File: src/rtl/decode_stage_controller.sv
// Decode-stage sequencer: owns the IF/ID register, decodes immediate-format
// controls, resolves load-use hazards and redirect squashes, and counts events.
module decode_stage_controller #(
  parameter int          CNT_W    = 16,
  parameter logic [31:0] RESET_PC = 32'h0000_0000
) (
  input  logic             clk,
  input  logic             reset,
  input  logic             if_valid,
  input  logic [31:0]      if_instruction,
  input  logic [31:0]      if_pc,
  input  logic             ex_mem_read,
  input  logic [4:0]       ex_rd,
  input  logic             ex_redirect,
  input  logic             mem_busy,
  output logic             id_valid,
  output logic [31:0]      id_instruction,
  output logic [31:0]      id_pc,
  output logic [2:0]       itype,
  output logic             jal,
  output logic             jalr,
  output logic             pc_hold,
  output logic             ex_bubble,
  output logic [CNT_W-1:0] stall_count,
  output logic [CNT_W-1:0] flush_count
);

  localparam logic [31:0] NOP = 32'h0000_0013;

  localparam logic [6:0] OP_LOAD   = 7'b0000011;
  localparam logic [6:0] OP_IMM    = 7'b0010011;
  localparam logic [6:0] OP_STORE  = 7'b0100011;
  localparam logic [6:0] OP_BRANCH = 7'b1100011;
  localparam logic [6:0] OP_JAL    = 7'b1101111;
  localparam logic [6:0] OP_JALR   = 7'b1100111;
  localparam logic [6:0] OP_REG    = 7'b0110011;

  typedef enum logic [1:0] {
    RUN   = 2'd0,
    STALL = 2'd1,
    FLUSH = 2'd2
  } state_t;

  state_t     state;
  state_t     state_next;

  logic [6:0] opcode;
  logic [4:0] rs1;
  logic [4:0] rs2;
  logic       is_jal;
  logic       is_jalr;
  logic       rs1_used;
  logic       rs2_used;
  logic       rs1_hit;
  logic       rs2_hit;
  logic       hz;
  logic       load_ifid;
  logic       do_flush;
  logic       stall_inc;

  assign opcode = id_instruction[6:0];
  assign rs1    = id_instruction[19:15];
  assign rs2    = id_instruction[24:20];

  // Immediate-format select and register-usage decode from the ID word
  always_comb begin
    itype    = 3'b100;
    is_jal   = 1'b0;
    is_jalr  = 1'b0;
    rs2_used = 1'b0;
    case (opcode)
      OP_LOAD:   itype = 3'b000;
      OP_IMM:    itype = 3'b001;
      OP_STORE: begin
        itype    = 3'b010;
        rs2_used = 1'b1;
      end
      OP_BRANCH: begin
        itype    = 3'b110;
        rs2_used = 1'b1;
      end
      OP_JAL: begin
        itype  = 3'b110;
        is_jal = 1'b1;
      end
      OP_JALR: begin
        itype   = 3'b110;
        is_jalr = 1'b1;
      end
      OP_REG: begin
        itype    = 3'b011;
        rs2_used = 1'b1;
      end
      default:   itype = 3'b100;
    endcase
    rs1_used = (itype != 3'b100) && !is_jal;
  end

  assign jal  = id_valid & is_jal;
  assign jalr = id_valid & is_jalr;

  // x0 never carries a real dependency, so a load targeting it cannot stall
  assign rs1_hit = rs1_used && (rs1 == ex_rd);
  assign rs2_hit = rs2_used && (rs2 == ex_rd);
  assign hz      = id_valid && ex_mem_read && (ex_rd != 5'd0) && (rs1_hit || rs2_hit);

  always_ff @(posedge clk) begin
    if (reset) begin
      state <= RUN;
    end else begin
      state <= state_next;
    end
  end

  // Next state and per-cycle control; redirect beats memory freeze beats hazard
  always_comb begin
    state_next = state;
    pc_hold    = 1'b0;
    ex_bubble  = 1'b0;
    load_ifid  = 1'b0;
    do_flush   = 1'b0;
    stall_inc  = 1'b0;
    if (reset) begin
      state_next = RUN;
    end else if (ex_redirect) begin
      do_flush   = 1'b1;
      state_next = FLUSH;
    end else if (mem_busy) begin
      pc_hold = 1'b1;
    end else begin
      case (state)
        STALL: begin
          load_ifid  = 1'b1;
          state_next = RUN;
        end
        RUN, FLUSH: begin
          if (hz) begin
            pc_hold    = 1'b1;
            ex_bubble  = 1'b1;
            stall_inc  = 1'b1;
            state_next = STALL;
          end else begin
            load_ifid  = 1'b1;
            state_next = RUN;
          end
        end
        default: begin
          load_ifid  = 1'b1;
          state_next = RUN;
        end
      endcase
    end
  end

  // IF/ID pipeline register; id_pc is left alone on a squash
  always_ff @(posedge clk) begin
    if (reset) begin
      id_valid       <= 1'b0;
      id_instruction <= NOP;
      id_pc          <= RESET_PC;
    end else if (do_flush) begin
      id_valid       <= 1'b0;
      id_instruction <= NOP;
    end else if (load_ifid) begin
      id_valid       <= if_valid;
      id_instruction <= if_valid ? if_instruction : NOP;
      id_pc          <= if_pc;
    end
  end

  // Saturating performance counters
  always_ff @(posedge clk) begin
    if (reset) begin
      stall_count <= '0;
      flush_count <= '0;
    end else begin
      if (stall_inc && (stall_count != {CNT_W{1'b1}})) begin
        stall_count <= stall_count + CNT_W'(1);
      end
      if (do_flush && (flush_count != {CNT_W{1'b1}})) begin
        flush_count <= flush_count + CNT_W'(1);
      end
    end
  end

endmodule
File: config.mk
export PLATFORM = sky130hd
export DESIGN_NAME = decode_stage_controller
export DESIGN_NICKNAME = d
export VERILOG_FILES = /design/src/rtl/decode_stage_controller.sv
export SDC_FILE = /design/constraint.sdc
export NUM_CORES = 1
export LEC_CHECK = 0
export BUFFER_PORTS_ARGS = -buffer_cell sky130_fd_sc_hd__buf_2
export CORE_ASPECT_RATIO = 0.7
export CORE_UTILIZATION = 51
export DETAILED_ROUTE_END_ITERATION = 7
export GPL_ROUTABILITY_DRIVEN = 0
export PLACE_DENSITY = 0.83
export SLEW_MARGIN = 20
export SYNTH_ARGS = -nofsm -noshare
export SYNTH_HDL_FRONTEND = slang
export SYNTH_SLANG_ARGS = --single-unit
File: constraint.sdc
create_clock -name clk -period 3.3 [get_ports clk]
set_input_delay 0.33 -clock clk [delete_from_list [all_inputs] [get_ports clk]]
set_output_delay 0.33 -clock clk [all_outputs]
set_load 0.1 [all_outputs]
-- After elaboration in Yosys (flattened, before gate mapping)
Index checks and enable logic that the tools add are counted.
- output and inout bits: 104
- register bits after elaboration: 99
- word-level logic and storage cells: 68
- bits of input ports: 75
- equal/unequal tests: 14
- add/subtract/negate cells: 2
- mux-type cells: 24
- reduce and logical (&&, ||, !) cells: 18
- bitwise operators: 3
- operators by type and width (kind ; number):
    $add 16x1->16 const B ; 2
    $mux 32 ; 1
    $ne 16x16->1 const B ; 2
    $eq 7x7->1 const B ; 3
    $mux 1 ; 20
    $pmux 3 s5 ; 1
    $eq 7x6->1 const B ; 2
    $eq 5x5->1 ; 2
    $logic_and 1x1->1 ; 8
    $eq 7x2->1 const B ; 1
    $eq 7x5->1 const B ; 1
    $reduce_or 2->1 ; 3
    $reduce_or 3->1 ; 2
    $reduce_bool 5->1 ; 1
    $mux 2 ; 2
    $ne 3x3->1 const B ; 1
    $and 1x1->1 ; 2
    $eq 2x2->1 const B ; 1
    $logic_not 2->1 ; 1
    $ne 2x2->1 const B ; 1
    $reduce_and 2->1 ; 1
    $logic_not 1->1 ; 1
    $logic_or 1x1->1 ; 1
    $not 1->1 ; 1

-- Longest topological paths before layout
Gate-level depths: netlist (run 1).
- word-level depth: 14
- depth in mapped cells: 9
- depth with buffers taken out: 7

-- Least setup slack after synthesis (run 1)
Ideal clock, no wire load.
- kind: reg-to-output
- start: register id_instruction[1]
- end: output ex_bubble
- arrival: 3.546 ns
- cell stages (with the launch flop): 7
- buffers on the path: 1
- path slack: -0.576 ns
- data required time: 2.970 ns
- cells stage by stage: dfxtp_1 nand2_1 or4_4 a21oi_4 o21ai_1 clkbuf_1 nor2_1
- cells in the longest elaborated chain, start to end: 13
- elaborated cells on any way between the ends: 24
- classes of those cells: eq/ne: 8; mux: 8; reduce/logical: 8
- ends and longest elaborated chain (what ; line ; text):
    start, declared ; 17 ; output logic [31:0] id_instruction,
    start signal, assigned ; 166 ; id_instruction <= if_valid ? if_instruction : NOP;
    $eq 7x7->1 ; 71 ; case (opcode)
    $reduce_or 3->1 (no line) ; - ;
    $pmux 3 s5 ; 71 ;
    $ne 3x3->1 ; 96 ; rs1_used = (itype != 3'b100) && !is_jal;
    $logic_and 1x1->1 ; 96 ;
    $logic_and 1x1->1 ; 103 ; assign rs1_hit = rs1_used && (rs1 == ex_rd);
    $logic_or 1x1->1 (*) ; 105 ; assign hz = id_valid && ex_mem_read && (ex_rd != 5'd0) && (rs1_hit || rs2_hit);
    $logic_and 1x1->1 (*) ; 105 ;
    $mux 1 (*) ; 137 ; if (hz) begin
    $mux 1 (*) ; 131 ; case (state)
    $mux 1 (*) ; 128 ; end else if (mem_busy) begin
    $mux 1 (*) ; 125 ; end else if (ex_redirect) begin
    $mux 1 (*) ; 123 ; if (reset) begin
    end, declared ; 23 ; output logic ex_bubble,
Every way passes the cells marked *; elsewhere a longest branch is shown, timed or not.

-- Final worst setup path (run 1)
- start: register id_instruction[4]
- end: output pc_hold
- cells in the longest elaborated chain, start to end: 13
- elaborated cells on any way between the ends: 24
- classes of those cells: eq/ne: 8; mux: 8; reduce/logical: 8
- ends and longest elaborated chain (what ; line ; text):
    $eq 7x7->1 ; 71 ;
    $reduce_or 3->1 (no line) ; - ;
    $pmux 3 s5 ; 71 ;
    $ne 3x3->1 ; 96 ;
    $logic_and 1x1->1 ; 96 ;
    $logic_and 1x1->1 ; 103 ;
    $logic_or 1x1->1 (*) ; 105 ;
    $logic_and 1x1->1 (*) ; 105 ;
    $mux 1 (*) ; 137 ;
    $mux 1 (*) ; 131 ;
    $mux 1 (*) ; 128 ;
    $mux 1 (*) ; 125 ;
    $mux 1 (*) ; 123 ;
    end, declared ; 22 ; output logic pc_hold,
Marked as above.

==> run_results.csv, run 1 <==
group,metric,value,unit
run_status,outcome,"completed",
detailed_routing,vias,4093,
die,die_h,76.2,um
sta,worst_clock_skew,7.98,ps
finish,num_antenna_cells,0,
sta,worst_slew_pin_slew,1110,ps
die,dieArea,8230,um^2
die,rows,26,
die,start_util,53.8,%
sta,slew_headroom,26.3,%
detailed_routing,wl_per_cell,15.7,um
sta,grt_setup_unrepaired,"no",
place,io_buffers,178,
worst_setup_path,cp.arrival,2740,ps
synth,yosysWarnings,0,
global_routing,grt_pass1_wl,17.6,mm
worst_hold_path,hold_path_class,"input pin to flop",
pwr,peakVddDrop,321,uV
synth,synth_edf_count,0,
synth,synth_cells,442,
finish,nFillCells,611,
worst_setup_path,slowest_delay,660,ps
synth,synth-seq-area-share,48.9,%
sta,post-route-period-util,93.1,%
cts,post_cts_buffers,0,
synth,yosys.area.top_type_share,48.9,%
sta,tns,0,ps
finish,nets,683,
finish,area_growth,28.5,%
die,core,7450,um^2
synth,synthTopCellsByArea,"dfxtp_1, a22o_1, nand3_1",
worst_setup_path,critical_path_class,"flop to primary output",
cts,clkLatencyLatePin,370,ps
sta,fin_ws,229,ps
synth,syn_avg_cell_area,9.07,um^2
worst_setup_path,cpMaxStageDelayCell,"nor4_1",
sta,hold_viol,0,
detailed_routing,detail-route-antenna-nets,0,
worst_setup_path,worstSetupEndpointType,"primary output",
worst_setup_path,crit_top_cell,"nor4_1",
global_routing,grt_usage,27.0,%
detailed_routing,wl,11.1,mm
cts,clock-sinks,98,
synth,synth_most_common_cell,"dfxtp_1",
detailed_routing,drt_iter0_drc,234,
global_routing,antenna_found_initial,0,
sta,drv_slew,0,
cts,clock-root-buffer,"clkbuf_8",
place,place_hpwl,7.89,mm
pwr,fin_total_pwr,2300,uW
global_routing,grt_remaining_overflow,0,
sta,min_period,3070,ps
cts,clk_pin_slew,90,ps
cts,cts_made_buffers,9,
cts,cts_resized,0,
sta,fmax,326,MHz
detailed_routing,vias_per_cell,5.77,
pwr,power_per_cell_area,447,nW/um^2
detailed_routing,drc,0,
detailed_routing,firstDrtPassIters,5,
pwr,p_leak,0.00227,uW
synth,ys.flop_type,"dfxtp_1",
synth,synth_seq_cells,98,
place,pre_cts_slack,571,ps
synth,ys_types,41,
global_routing,grt_max_degree,54,
die,io_pins,179,
sta,finalSetupViolations,0,
worst_setup_path,critPathMaxFanout,32,
cts,cts_buffer_depth,2,
worst_setup_path,critPathRequiredTime,2970,ps
global_routing,first_global_vias,3553,
synth,yosys.area.top_type,"dfxtp_1",
finish,layout-drive-gt1-share,34.7,%
flow_run,max_cap_violations,0,
synth,syn-cell-area,4010,um^2
synth,async_flop_share,0,%
cts,cts_tree,"done",
cts,hold_buffers,0,
cts,h-tree-depth,3,
worst_setup_path,cp-start-kind,"flop",
worst_setup_path,path_cells,"nand2b_1, nor4_1, nor4_1, o21a_1, o21ai_2, inv_2, buf_12",
die,die_w,108,um
synth,synth_nets,519,
synth,ys_top_cells_by_count,"dfxtp_1, nand3_1, a21oi_1",
## power by group
part	internal [uW]	switching (uW)	leakage, uW
registers	1210	15.2	0.000794
logic	79.9	275	0.00139
clock network	315	413	0.0000924
## through the flow
step | std cells | instance area [um^2] | hold slack, ps | util, %
after floorplan | 442 | 4010 | 426 | -
after global placement | 693 | 4970 | 456 | 66.7
after detailed placement | 693 | 4970 | 460 | 66.7
after CTS | 709 | 5150 | 147 | 69.1
after global routing | 709 | 5150 | 154 | 69.1
final | 709 | 5150 | 160 | 69.1
## layer usage
| layer | share of wire [%] | routed length (um) | up-vias | global-route usage, % |
|---|---|---|---|---|
| li1 | - | - | 1958 | - |
| met1 | 43 | 4740 | 1918 | 35.3 |
| met2 | 46 | 5110 | 200 | 41.5 |
| met3 | 9.9 | 1110 | 17 | 9.32 |
| met4 | 1.7 | 187 | 0 | 8.63 |
| met5 | 0 | 0 | - | 0 |
## cell families after synthesis
family	count (synthesis)	synth area share (%)
and+or+nand+nor	140	18.8
xor gates and xnor gates	24	5.24
muxes	2	0.531
adders and majority gates	2	0.624
buffers and inverters	38	3.84
DFF	98	48.9
AOI/OAI and AO/OA	138	22.1
## path summary, 6_finish.rpt
path,from,cells after the start,slack [ps],end
worst max-delay path,id_instruction[4]$_SDFFE_PP1P_,7,230,pc_hold
worst min-delay path,if_instruction[1],2,160,id_instruction[1]$_SDFFE_PP1P_
worst max register to register,id_instruction[4]$_SDFFE_PP1P_,6,530,stall_count[13]$_SDFFE_PP0P_
worst min register to register,id_pc[20]$_SDFFE_PP0P_,2,480,id_pc[20]$_SDFFE_PP0P_
## critical path: cells and delay by family, from the launching register on
family,cells,cell delay (ps)
simple gates,3,960
buf+inv,2,670
flops,1,370
compound gates,2,360
## flip-flops by register name (all words and copies together), names as in the netlist
signal and count:
flush_count 16, id_instruction 32, id_pc 32, id_valid 1, stall_count 16, state 1
## placed cells by master, fill, tap and decap left out, types with 2 or more instances in the layout
cell type  count
and3_1         5
nor4_1         4
nand2b_1       3
dfxtp_1       98
a22o_1        29
o31ai_1       11
nand2_1       13
clkbuf_8      11
o22a_1         2
ha_1           2
nor2b_1        2
inv_1          6
xor2_1        11
nand3_1       50
o21ai_0       37
or3_1          5
buf_2        177
xnor2_1       13
o21ai_2        2
nor2_2         2
or4_1         11
buf_4          6
clkinv_2       2
nor2_1        23
nor3_1         6
a21oi_1       49
nand4_1       10
## area by class of cell
class | instances | area [um^2] | share of cell area [%]
clock buffer | 12 | 155 | 3.01
clock inverter | 4 | 26.3 | 0.510
inverter | 7 | 26.3 | 0.510
multi-input combinational | 306 | 1910 | 37.0
sequential | 98 | 1960 | 38.1
tap | 98 | 123 | 2.38
timing repair buffer | 184 | 951 | 18.5
(Power assumes the default switching activity.)
==> inputs of run 2 (changes only) <==
- PLACE_DENSITY: 0.83 -> 0.86
- RECOVER_POWER: default -> 50
==> run 2 against run 1 <==
Effect of this change: register-to-register slack better by 60 ps; via count is 0.66% higher; sequential share of layout area is 0.61 points higher; clock-buffer cell count is 2 lower; combinational power is 2% lower; final cell count stayed put; cell area is 1.6% lower; clock skew is 1.1 ps lower; sequential cell count stayed put; clock power is 19% higher; largest power group unchanged.
==> run_results.csv, run 2 (synthesized netlist as in run 1, its figures left out) <==
group,metric,value,unit
finish,layout-drive-gt1-share,18.8,%
flow_run,max_cap_violations,0,
cts,clk_pin_slew,90,ps
worst_setup_path,crit_top_cell,"nor4_1",
detailed_routing,firstDrtPassIters,6,
die,io_pins,179,
place,io_buffers,178,
detailed_routing,drt_iter0_drc,258,
finish,nets,683,
worst_setup_path,path_cells,"nand2b_1, nor4_1, nor4_1, o21a_1, o21ai_2, inv_2, buf_12",
global_routing,grt_max_degree,50,
cts,cts_buffer_depth,2,
sta,min_period,3040,ps
pwr,power_per_cell_area,480,nW/um^2
cts,cts_resized,0,
sta,worst_clock_skew,6.88,ps
pwr,fin_total_pwr,2440,uW
cts,hold_buffers,0,
detailed_routing,wl,11.4,mm
worst_setup_path,cp_top_family,"simple AND/OR/NAND/NOR gates",
cts,clock-root-buffer,"clkbuf_8",
worst_setup_path,critPathMaxFanout,32,
cts,cts_tree,"done",
die,die_w,108,um
sta,drv_slew,0,
die,start_util,53.8,%
detailed_routing,drt-met1-wl,4.72,mm
sta,worst_slew_pin_slew,1200,ps
cts,h-tree-depth,3,
cts,clock-sinks,98,
global_routing,grt_usage,27.2,%
die,die_h,76.2,um
cts,cts_made_buffers,9,
detailed_routing,detail-route-antenna-nets,0,
finish,num_antenna_cells,0,
finish,reg.largest.list,"id_instruction (32), id_pc (32)",
cts,post_cts_buffers,0,
die,rows,26,
worst_setup_path,worstSetupEndpointType,"primary output",
detailed_routing,dr_wl_met3,1.03,mm
global_routing,grt_remaining_overflow,0,
worst_setup_path,cp.arrival,2710,ps
sta,post-route-period-util,92.1,%
detailed_routing,drc,0,
finish,area_growth,26.4,%
global_routing,antenna_found_initial,0,
sta,finalSetupViolations,0,
worst_setup_path,cp-start-kind,"flop",
detailed_routing,routed.top_layer,"met4",
pwr,p_leak,0.00188,uW
pwr,peakVddDrop,367,uV
run_status,outcome,"completed",
sta,fmax,329,MHz
worst_setup_path,critPathRequiredTime,2970,ps
die,core,7450,um^2
sta,hold_ws,179,ps
global_routing,grt_pass1_wl,17.7,mm
worst_hold_path,hold_path_class,"input pin to flop",
worst_setup_path,reg2reg_slack,590,ps
worst_setup_path,slowest_delay,640,ps
cts,clkLatencyLatePin,360,ps
detailed_routing,wl_per_cell,16.1,um
worst_setup_path,critical_path_class,"flop to primary output",
die,dieArea,8230,um^2
detailed_routing,vias_per_cell,5.81,
detailed_routing,met2_length,5.44,mm
worst_setup_path,cpMaxStageDelayCell,"nor4_1",
sta,hold_viol,0,
place,place_hpwl,8.19,mm
detailed_routing,vias,4120,
finish,layout_common_cells,"dfxtp_1, clkbuf_1, buf_2",
worst_setup_path,worst-path-buf-inv,2,
sta,slew_headroom,20.0,%
sta,grt_setup_unrepaired,"no",
global_routing,first_global_vias,3632,
run 2: cell types whose count changed in the layout (fill, tap and decap cells not counted):
cell and change:
clkinv_4 -1, inv_6 +2, buf_4 -1, buf_2 -97, clkbuf_8 -1, clkbuf_1 +97, clkinvlp_4 -1, bufinv_16 +2
run 2: metal layers:
| metal | track usage [%] | vias up |
|---|---|---|
| li1 | - | 1953 |
| met4 | 9.04 | 0 |
| met5 | 0 | - |
| met3 | 9.41 | 22 |
| met2 | 45.2 | 190 |
| met1 | 32.7 | 1955 |
run 2: final timing paths:
path                                                startpoint                               to  cells past startpoint
worst max-delay path            id_instruction[4]$_SDFFE_PP1P_                          pc_hold                      7
worst min-delay path                        if_instruction[28]  id_instruction[28]$_SDFFE_PP0P_                      2
worst max register to register  id_instruction[4]$_SDFFE_PP1P_     stall_count[11]$_SDFFE_PP0P_                      6
worst min register to register          id_pc[12]$_SDFFE_PP0P_           id_pc[12]$_SDFFE_PP0P_                      2
run 2: where the power goes:
group          switching [uW]  internal (uW)  leakage [uW]
logic                     276           72.8      0.000973
clock network             414            451      0.000117
registers                15.8           1210      0.000794
run 2: area by class of cell:
class,instances,area (um^2)
Fill cell,631,2380
Tap cell,98,123
Multi-Input combinational cell,306,1910
Sequential cell,98,1960
Clock inverter,6,87.6
Inverter,7,26.3
Clock buffer,10,138
Timing Repair Buffer,184,826
run 2: through the flow:
step	setup WS [ps]	setup TNS, ps	std cells	cell area, um^2	utilization (%)
floorplan	-117	-117	442	4010	-
CTS	276	0	709	5190	69.7
global route	89.6	0	709	5070	68.0
global placement	687	0	693	4970	66.7
finish	261	0	709	5070	68.0
detailed placement	558	0	693	4970	66.7
==> inputs of run 3 (changes only) <==
- CELL_PAD_IN_SITES_DETAIL_PLACEMENT: default -> 0
- CELL_PAD_IN_SITES_GLOBAL_PLACEMENT: default -> 1
- CORE_UTILIZATION: 51 -> 36
- MAX_ROUTING_LAYER: default -> met4
- PLACE_DENSITY: 0.86 -> 0.88
==> run 3 against run 2 <==
Effect of this change: wire length up 2.5%; first-iteration DRC count down 29%; critical path type unchanged; clock power up 14%; cell area up 2.7%; fmax up 2.6%; combinational power about the same; largest power group unchanged; setup slack better by 76 ps; register-to-register slack better by 60 ps; global-route usage down 6.5 points.
==> run_results.csv, run 3 (synthesized netlist as in run 1, its figures left out) <==
group,metric,value,unit
global_routing,grt_pass1_wl,18.6,mm
worst_setup_path,cp_top_family,"simple AND/OR/NAND/NOR gates",
detailed_routing,vias_per_cell,5.28,
worst_hold_path,hp-start,"if_instruction[24]",
flow_run,max_cap_violations,0,
cts,hold_buffers,0,
worst_setup_path,slowest_delay,440,ps
finish,nets,685,
sta,grt_setup_unrepaired,"no",
sta,fin_ws,337,ps
global_routing,grt_usage,20.7,%
die,rows,31,
worst_hold_path,hold_path_class,"input pin to flop",
die,core,10600,um^2
finish,num_antenna_cells,0,
global_routing,top_usage_layer,"met2",
global_routing,grt_max_degree,69,
global_routing,grt_remaining_overflow,0,
sta,post-route-period-util,89.8,%
place,place_hpwl,8.21,mm
finish,reg.largest.list,"id_instruction (32), id_pc (32)",
worst_setup_path,critical_path_class,"flop to primary output",
place,io_buffers,178,
sta,finalSetupViolations,0,
worst_setup_path,cp-start-kind,"flop",
die,die_w,128,um
worst_setup_path,rr_startpoint,"id_instruction[3]$_SDFFE_PP0P_",
cts,h-tree-depth,3,
detailed_routing,vias,4019,
sta,slew_headroom,19.3,%
detailed_routing,drt_iter0_drc,182,
cts,cts_buffer_depth,2,
pwr,peakVddDrop,237,uV
detailed_routing,wl_per_cell,15.4,um
worst_setup_path,r2r_cells,6,
pwr,p_sw_share,29.8,%
cts,post_cts_buffers,0,
worst_setup_path,worst-path-buf-inv,2,
detailed_routing,wl,11.7,mm
die,dieArea,11600,um^2
sta,drv_slew,0,
finish,area_growth,29.8,%
finish,layout-drive-gt1-share,19.2,%
worst_setup_path,cpMaxStageDelayCell,"inv_2",
die,io_pins,179,
sta,hold_viol,0,
worst_setup_path,cp.arrival,2630,ps
detailed_routing,detail-route-antenna-nets,0,
sta,tns,0,ps
place,pre_cts_slack,523,ps
global_routing,first_global_vias,3698,
sta,worst_slew_pin_slew,1220,ps
pwr,p_leak,0.00191,uW
sta,worst_clock_skew,7.63,ps
global_routing,met3_usage,4.86,%
cts,clock-sinks,98,
die,start_util,37.9,%
pwr,seq_power_share,47.8,%
global_routing,grtUsageMet1,27.6,%
sta,min_period,2960,ps
pwr,fin_total_pwr,2560,uW
worst_setup_path,critPathMaxFanout,32,
die,die_h,90.3,um
cts,cts_tree,"done",
pwr,power_frac_comb,13.7,%
pwr,pwr-share-clk,38.5,%
worst_hold_path,min_path_cells,2,
worst_setup_path,crit_start,"id_instruction[3]$_SDFFE_PP0P_",
cts,cts_resized,0,
worst_setup_path,path_cells,"and4bb_1, nand3_1, nor4_4, o21a_1, o21ai_2, inv_2, buf_12",
pwr,net-switching-power,761,uW
cts,clk_pin_slew,70,ps
detailed_routing,firstDrtPassIters,4,
cts,clkLatencyLatePin,340,ps
global_routing,use_met2,31.3,%
pwr,power_per_cell_area,491,nW/um^2
global_routing,antenna_found_initial,0,
cts,clock-root-buffer,"clkbuf_16",
detailed_routing,drc,0,
worst_setup_path,critPathRequiredTime,2970,ps
pwr,power.internal,1800,uW
worst_setup_path,reg2reg_slack,650,ps
run_status,outcome,"completed",
worst_setup_path,rr_endpoint,"stall_count[12]$_SDFFE_PP0P_",
worst_setup_path,worstSetupEndpointType,"primary output",
worst_hold_path,whs_endpoint,"id_instruction[24]$_SDFFE_PP0P_",
cts,cts_made_buffers,9,
finish,layout_common_cells,"dfxtp_1, clkbuf_1, buf_2",
sta,fmax,337,MHz
-- run 3: power groups by stage --
| stage | combinational (uW) | clock, uW | sequential [uW] |
|---|---|---|---|
| after floorplan | 94.0 | 0 | 1410 |
| after global placement | 354 | 0 | 1250 |
| after detailed placement | 357 | 0 | 1250 |
| after CTS | 358 | 1010 | 1220 |
| after global routing | 368 | 1070 | 1220 |
| final | 350 | 985 | 1220 |
-- run 3: worst max-delay path by stage --
stage / to / slack [ps] / depth (start not counted)
global placement: stall_count[13]$_SDFFE_PP0P_ / 670 / 7
floorplan: ex_bubble / -120 / 6
detailed placement: stall_count[12]$_SDFFE_PP0P_ / 520 / 7
finish: pc_hold / 340 / 7
global route: pc_hold / 140 / 7
CTS: ex_bubble / 220 / 6
-- run 3: routing by layer --
layer  share of wire [%]  up-vias
met3                 6.6       14
met1                  47     1904
met4                 1.5        0
met5                   0        -
li1                    -     1957
met2                  45      144
-- run 3: through the flow --
| stage | hold WS, ps | util (%) | instance area (um^2) | cells |
|---|---|---|---|---|
| finish | 197 | 49.2 | 5200 | 761 |
| global route | 174 | 49.2 | 5200 | 761 |
| CTS | 182 | 50.3 | 5320 | 761 |
| detailed placement | 458 | 47.7 | 5050 | 745 |
| global placement | 456 | 47.7 | 5050 | 745 |
| floorplan | 426 | - | 4010 | 442 |
-- run 3: area by class of cell --
type	instances	area, um^2
sequential	98	1960
inverter	7	26.3
timing repair buffer	186	841
clock inverter	7	52.6
tap	148	185
clock buffer	9	225
multi-input combinational	306	1910
fill	1092	5380
-- run 3: worst register-to-register path, stage by stage, from the launching register on --
cell and delay [ps]:
dfxtp_1 370, and4bb_1 330, nand3_1 180, nor4_4 430, o211ai_2 460, nor4_1 400, mux2_2 380
